--- src/rtl/sha256_seq_ctrl.sv ---
// Message-block sequencer for the iterative sha256 core: selects IV or the
// chained result per block, launches the core, and hands out the final digest.
module sha256_seq_ctrl #(
  parameter int unsigned TIMEOUT = 96
) (
  input  logic         clk,
  input  logic         rst_n,
  input  logic         blk_valid,
  output logic         blk_ready,
  input  logic [511:0] blk_data,
  input  logic         blk_first,
  input  logic         blk_last,
  output logic [255:0] core_H_in,
  output logic [511:0] core_M_in,
  output logic         core_input_valid,
  input  logic [255:0] core_H_out,
  input  logic         core_output_valid,
  output logic [255:0] digest,
  output logic         dig_valid,
  input  logic         dig_ready,
  output logic         busy,
  output logic         err_timeout,
  output logic [7:0]   blk_count
);

  localparam logic [1:0] S_IDLE   = 2'd0;
  localparam logic [1:0] S_LAUNCH = 2'd1;
  localparam logic [1:0] S_RUN    = 2'd2;
  localparam logic [1:0] S_DONE   = 2'd3;

  localparam logic [255:0] IV =
    256'h6a09e667_bb67ae85_3c6ef372_a54ff53a_510e527f_9b05688c_1f83d9ab_5be0cd19;

  localparam logic [7:0] TMO_LIMIT = 8'(TIMEOUT);
  localparam logic [7:0] TMO_LAST  = 8'(TIMEOUT - 1);

  logic [1:0]   state;
  logic [511:0] m_reg;
  logic [255:0] h_sel_reg;
  logic [255:0] chain_reg;
  logic         last_reg;
  logic         chain_open;
  logic [7:0]   tmo_cnt;

  assign blk_ready        = (state == S_IDLE);
  assign core_input_valid = (state == S_LAUNCH);
  assign dig_valid        = (state == S_DONE);
  assign busy             = (state != S_IDLE);

  // The core re-adds H_in every cycle, so these must only change on block accept.
  assign core_H_in = h_sel_reg;
  assign core_M_in = m_reg;

  always_ff @(posedge clk or negedge rst_n) begin
    if (!rst_n) begin
      state       <= S_IDLE;
      m_reg       <= '0;
      h_sel_reg   <= '0;
      chain_reg   <= '0;
      last_reg    <= 1'b0;
      chain_open  <= 1'b0;
      tmo_cnt     <= '0;
      digest      <= '0;
      err_timeout <= 1'b0;
      blk_count   <= '0;
    end else begin
      case (state)
        S_IDLE: begin
          if (blk_valid) begin
            m_reg     <= blk_data;
            last_reg  <= blk_last;
            h_sel_reg <= (blk_first || !chain_open) ? IV : chain_reg;
            if (blk_first) begin
              err_timeout <= 1'b0;
              blk_count   <= '0;
            end
            state <= S_LAUNCH;
          end
        end
        S_LAUNCH: begin
          tmo_cnt <= '0;
          state   <= S_RUN;
        end
        S_RUN: begin
          if (tmo_cnt != TMO_LIMIT) begin
            tmo_cnt <= tmo_cnt + 8'd1;
          end
          if (core_output_valid) begin
            chain_reg <= core_H_out;
            blk_count <= blk_count + 8'd1;
            if (last_reg) begin
              digest     <= core_H_out;
              chain_open <= 1'b0;
              state      <= S_DONE;
            end else begin
              chain_open <= 1'b1;
              state      <= S_IDLE;
            end
          end else if (tmo_cnt == TMO_LAST) begin
            // Counter would reach TIMEOUT this cycle: abandon the block and chain.
            err_timeout <= 1'b1;
            chain_open  <= 1'b0;
            blk_count   <= '0;
            state       <= S_IDLE;
          end
        end
        S_DONE: begin
          if (dig_ready) begin
            blk_count <= '0;
            state     <= S_IDLE;
          end
        end
        default: state <= S_IDLE;
      endcase
    end
  end

endmodule

--- config.mk ---
export PLATFORM = sky130hd
export DESIGN_NAME = sha256_seq_ctrl
export DESIGN_NICKNAME = d
export VERILOG_FILES = /design/src/rtl/sha256_seq_ctrl.sv
export SDC_FILE = /design/constraint.sdc
export NUM_CORES = 2
export LEC_CHECK = 0
export ABC_AREA = 1
export BUFFER_PORTS_ARGS = -buffer_cell sky130_fd_sc_hd__buf_2
export CAP_MARGIN = 25
export CORE_AREA = 2 2 698 700
export DETAILED_ROUTE_END_ITERATION = 12
export DIE_AREA = 0 0 700 702
export PLACE_DENSITY = 0.3
export SETUP_SLACK_MARGIN = 0.15
export SYNTH_ARGS = -nofsm -noshare
export SYNTH_HDL_FRONTEND = slang
export SYNTH_SLANG_ARGS = --single-unit
--- constraint.sdc ---
create_clock -name clk -period 3 [get_ports clk]
set_input_delay 0 -clock clk [delete_from_list [all_inputs] [get_ports clk]]
set_output_delay 0 -clock clk [all_outputs]
set_load 0.005 [all_outputs]
## After elaboration in Yosys (flattened, before gate mapping)

Cells that the tools add are included.

- Eq/ne operators: 12
- Add/sub/neg operators: 2
- Reductions and logical operators: 16
- Multiplexer cells: 23

Operator list:

| kind | count |
|---|---|
| $mux 256 | 1 |
| $mux 8 | 6 |
| $pmux 8 s3 | 1 |
| $add 8x1->8 const B | 2 |
| $pmux 8 s2 | 1 |
| $mux 2 | 5 |
| $reduce_and 5->1 | 2 |
| $eq 8x7->1 const B | 1 |
| $ne 2x2->1 const B | 4 |
| $ne 8x7->1 const B | 1 |
| $pmux 2 s4 | 1 |
| $reduce_and 2->1 | 4 |
| $reduce_bool 2->1 | 4 |
| $mux 1 | 7 |
| $reduce_and 3->1 | 2 |
| $eq 2x2->1 const B | 2 |
| $ne 2x1->1 const B | 2 |
| $ne 3x3->1 const B | 1 |
| $reduce_bool 3->1 | 1 |
| $eq 2x1->1 const B | 1 |
| $logic_not 2->1 | 1 |
| $pmux 1 s2 | 1 |
| $logic_not 1->1 | 1 |
| $logic_or 1x1->1 | 1 |

- Bits of input ports: 775
- Register bits after elaboration: 1,301

## Depth between registers and ports, before layout

- Depth after elaboration: 4
- Mapped depth: 9
- Gate-level depth less buffers: 8

## Least setup slack after synthesis

OpenSTA, ideal clock, no wires.

- Path kind: register to register
- Start point: register state[1]
- End point: register m_reg[441], in the netlist core_M_in[441]
- Buffers on the path: 3
- Clock period less this slack: 1.459 ns
- Arrival: 1.343 ns
- Required time: 2.884 ns
- Stages on the path, launching flop included: 10
- Path slack: 1.541 ns
- Path through: dfrtp_1 nor2_2 inv_2 nor2_4 inv_2 buf_6 buf_2 buf_2 nand2_1 nand2_1

- Word-level cells in the longest chain between the ends: 2

RTL lines:

| item | line | text |
|---|---|---|
| start: declaration | 37 | `logic [1:0] state;` |
| start signal: assignment | 56 | `state <= S_IDLE;` |
| start signal: assignment | 77 | `state <= S_LAUNCH;` |
| start signal: assignment | 82 | `state <= S_RUN;` |
| $logic_not 2->1 | -- |  |
| via blk_ready | 9 | `output logic blk_ready,` |
| $reduce_and 2->1 (no source line) | -- |  |
| end signal: assignment | 70 | `m_reg <= blk_data;` |
| end: declaration | 38 | `logic [511:0] m_reg;` |

The timed path passes the listed nets, and every way through them passes these cells.
A chain may end at the register's enable or synchronous reset.

## Worst setup path after layout

- Start point: register state[0]
- End point: register chain_reg[231]

- Word-level cells in the longest chain between the ends: 2

RTL lines:

| item | line | text |
|---|---|---|
| $eq 2x2->1 | 67 | `case (state)` |
| $reduce_and 2->1 (no source line) | -- |  |
| end signal: assignment | 89 | `chain_reg <= core_H_out;` |
| end: declaration | 40 | `logic [255:0] chain_reg;` |

No other way between the ends.

==> metrics.md <==
| Metric | Value |
|---|---|
| Status | `complete, no violations` |
| Initial Utilization | `between 10 and 15%` |
| Clock Pin Slew Worst Setup and Hold Paths | `approximately 0.06 ns` |
| CORE AREA | `484000 um^2` |
| Area growth syn-to-layout | `77.9%` |
| Crit path arrival time | `3.45 ns` |
| Crit path max fanout | `30` |
| Asr flop ratio synth | `100%` |
| Die span in x | `~700 um` |
| Cell Rows | `roughly 260` |
| Post-Route WL | `between 300 and 400 mm` |
| Max-slew violations | `0` |
| DRT antenna net count | `0` |
| Syn nets | `around 6100` |
| Maximum resistive drop on vdd | `0.475 mV` |
| Most numerous cell in the Yosys netlist | `nand2_1` |
| Switching Power | `34.4 mW` |
| CP delay by family, top | `buffers and inverters` |
| RSZ-0062 raised after global routing | `false` |
| Global-route usage over all layers | `14.0%` |
| Largest net degree at the start of global routing | `81` |
| Sequential power share | `a little over a third` |
| CTS root buf | `clkbuf_16` |
| GP Congestion | `between 0.9 and 1` |
| Initial DRC Count | `approximately 3700` |
| Die H | `~700 um` |
| Worst skew pair latency | `between 0.8 and 0.9 ns` |
| Hold crit path type | `in2reg` |
| Max Clk Rate | `0.374 GHz` |
| Worst Path Required | `3.77 ns` |
| CTS Buffer Depth | `4` |
| Final Hold Viols | `0` |
| Final setup vio count | `0` |
| Period minus WS final | `2.67 ns` |
| Fin nets | `~9500` |
| TritonCTS clock tree | `built` |
| Slew @ Worst Pin | `between 0.7 and 0.8 ns` |
| Post-synth EDFFs | `0` |
| Yosys cell types | `28` |
| Crit-path max cell delay | `0.58 ns` |
| Pwr dens | `approximately 950 nW/um^2` |
| Ranking of synthesized cells by area | `dfrtp_1 (65%), nand2_1 (19%), nand3_1 (2.8%), o21ai_0 (2.6%), inv_1 (2.1%)` |
| Initial antenna violation count | `between 60 and 70` |
| Max-cap viol count | `0` |
| Worst Setup End Kind | `register` |
| Syn. warnings | `0` |
| Synth top area share | `65.4%` |
| Flops & latches, synth | `roughly 1300` |
| Post-Syn Area | `49800 um^2` |
| P_int | `~50 mW` |
| Critical path class | `reg2reg` |
| Setup TNS | `0 ns` |
| TritonRoute pass-1 iters | `5` |
| Reg2reg start | `state[0]$_DFFE_PN0P_` |
| # IOs | `around 1800` |
| Vias in the first global route | `~53000` |
| Cells after synthesis | `~5400` |
| Net Sw Frac | `roughly two fifths` |
| Cts bufs inserted | `between 150 and 200` |
| Rel. slew slack | `47.2%` |
| Worst Setup Start Kind | `register` |
| R2R Setup Slk | `~0.33 ns` |
| Die area | `slightly below 500000 um^2` |
| FF-to-FF End | `chain_reg[231]$_DFFE_PN0P_` |
| Port bufs | `around 1800` |
| R2R depth | `9` |
| WP buf/inv | `5` |
| Power consumption | `around 84 mW` |
| Setup Skew | `0.0332 ns` |
| Yosys top cell by area | `dfrtp_1` |
| Ratio of final minimum period to clock period | `between 80% and 90%` |
| Slowest library cell on the worst path | `dlygate4sd3_1` |
| Lkg Pwr | `43.0 nW` |
| WL/cell | `roughly 24 um` |
| Top cells by count, synth | `nand2_1 (2483), dfrtp_1 (1301), nand3_1 (277), inv_1 (274), o21ai_0 (259)` |
| Synth Flop Type | `dfrtp_1` |
| Vias | `51300` |
| Overflow after GRT | `0` |
| Mapped Avg Cell Area | `9.28 um^2` |
| H-tree depth | `4` |
| Vias per inst | `between 3 and 4` |
| Dpl hpwl | `approximately 280 mm` |
| Largest register FFs | `between 500 and 600` |
| Remaining DRCs | `0` |
| First-pass GRT wire length | `around 480 mm` |
| Post-CTS Setup Inserts | `0` |
| Clock Power Share | `25.9%` |
| Hold_sp | `blk_data[189]` |
| Gate power share | `37.7%` |
| # clock sinks | `1301` |
| Layout cells sized above 1 | `between 20% and 30%` |
| CP Cell Sequence | `inv_1, nand2_1, nor2_4, buf_12, buf_16, nand2_1, dlygate4sd3_1, o21ai_0, dlygate4sd3_1` |
| Sequential area share after synthesis | `around 65%` |
| Worst hold endpoint | `core_M_in[189]$_DFFE_PN0P_` |
| Worst Hold Depth | `4` |
cell usage in the layout, fill, tap and decap left out, types with 29 or more instances in the layout:
cell type,count
buf_4,85
inv_1,273
nor2_1,148
buf_2,1810
diode_2,29
o21ai_0,259
buf_12,60
nand2_1,2482
dlygate4sd3_1,1548
nand3_1,277
dfrtp_1,1300
clkbuf_16,180
clkbuf_1,47
clkbuf_8,37
o31ai_1,119
a31oi_1,136
layout make-up:
type	count	area, um^2
diodes	29	72.6
clock buffers	263	5160
clock inverters	49	654
fillers	54500	396000
inverters	277	1050
multi-input cells	3448	14500
flip-flops and latches	1301	32600
well taps	6450	8070
repair buffers	3506	26500
cell families after synthesis:
group | count (synthesis) | share of synthesized area, %
buf+inv | 617 | 5.45
fa+ha+maj | 3 | 0.0754
flops | 1301 | 65.4
compound gates | 517 | 6.15
xor+xnor | 5 | 0.0880
simple gates | 2923 | 22.8
per-stage QoR:
step	worst slack (ns)	hold slack (ns)	util, %	cells	cell area [um^2]
floorplan	1.54	-0.296	-	5366	49800
global placement	0.698	0.00549	13.9	13400	67100
detailed placement	0.688	-0.00121	13.9	13400	67100
CTS	0.313	0.000401	18.3	15300	88500
global route	0.177	0.00885	18.3	15300	88500
finish	0.327	0.0611	18.3	15300	88600
layer usage:
metal | share of wire (%) | track usage [%] | vias up | wire length (um)
met3 | 7.2 | 3.92 | 491 | 25900
li1 | - | - | 23600 | -
met4 | 4.9 | 6.00 | 24 | 17500
met5 | 0.061 | 0.137 | - | 220
met2 | 46 | 23.0 | 1818 | 167000
met1 | 41 | 17.2 | 25300 | 150000
power groups by stage:
stage	clock network [mW]	registers (mW)	logic [mW]
3_3_place_gp	0	30.8	30.4
2_1_floorplan	0	30.1	11.1
6_report	21.8	30.6	31.7
4_1_cts	22.7	30.6	32.4
5_1_grt	23.3	31.5	34.7
3_5_place_dp	0	30.7	30.3
worst max path at each step:
stage                    startpoint                    endpoint  slack [ns]  cells after the start
6_report       state[0]$_DFFE_PN0P_  chain_reg[231]$_DFFE_PN0P_        0.33                      9
3_3_place_gp   state[1]$_DFFE_PN0P_  core_M_in[357]$_DFFE_PN0P_        0.70                      9
4_1_cts        state[0]$_DFFE_PN0P_  chain_reg[223]$_DFFE_PN0P_        0.31                      9
2_1_floorplan  state[1]$_DFFE_PN0P_  core_M_in[441]$_DFFE_PN0P_        1.54                      9
3_5_place_dp   state[1]$_DFFE_PN0P_  core_M_in[388]$_DFFE_PN0P_        0.69                      9
5_1_grt        state[0]$_DFFE_PN0P_  chain_reg[234]$_DFFE_PN0P_        0.18                      9
tightest hold or removal path: cells and delay by family:
kind                   cells  cell delay [ns]
buffers and inverters      2             0.72
and+or+nand+nor            2             0.13
timing repair:
item	CTS	global route
hold endpoints to repair	2488	0
resized for setup	0	1
setup endpoints to repair	0	4
hold buffers	1549	0
Note: power is estimated with default switching activity, not from simulation.
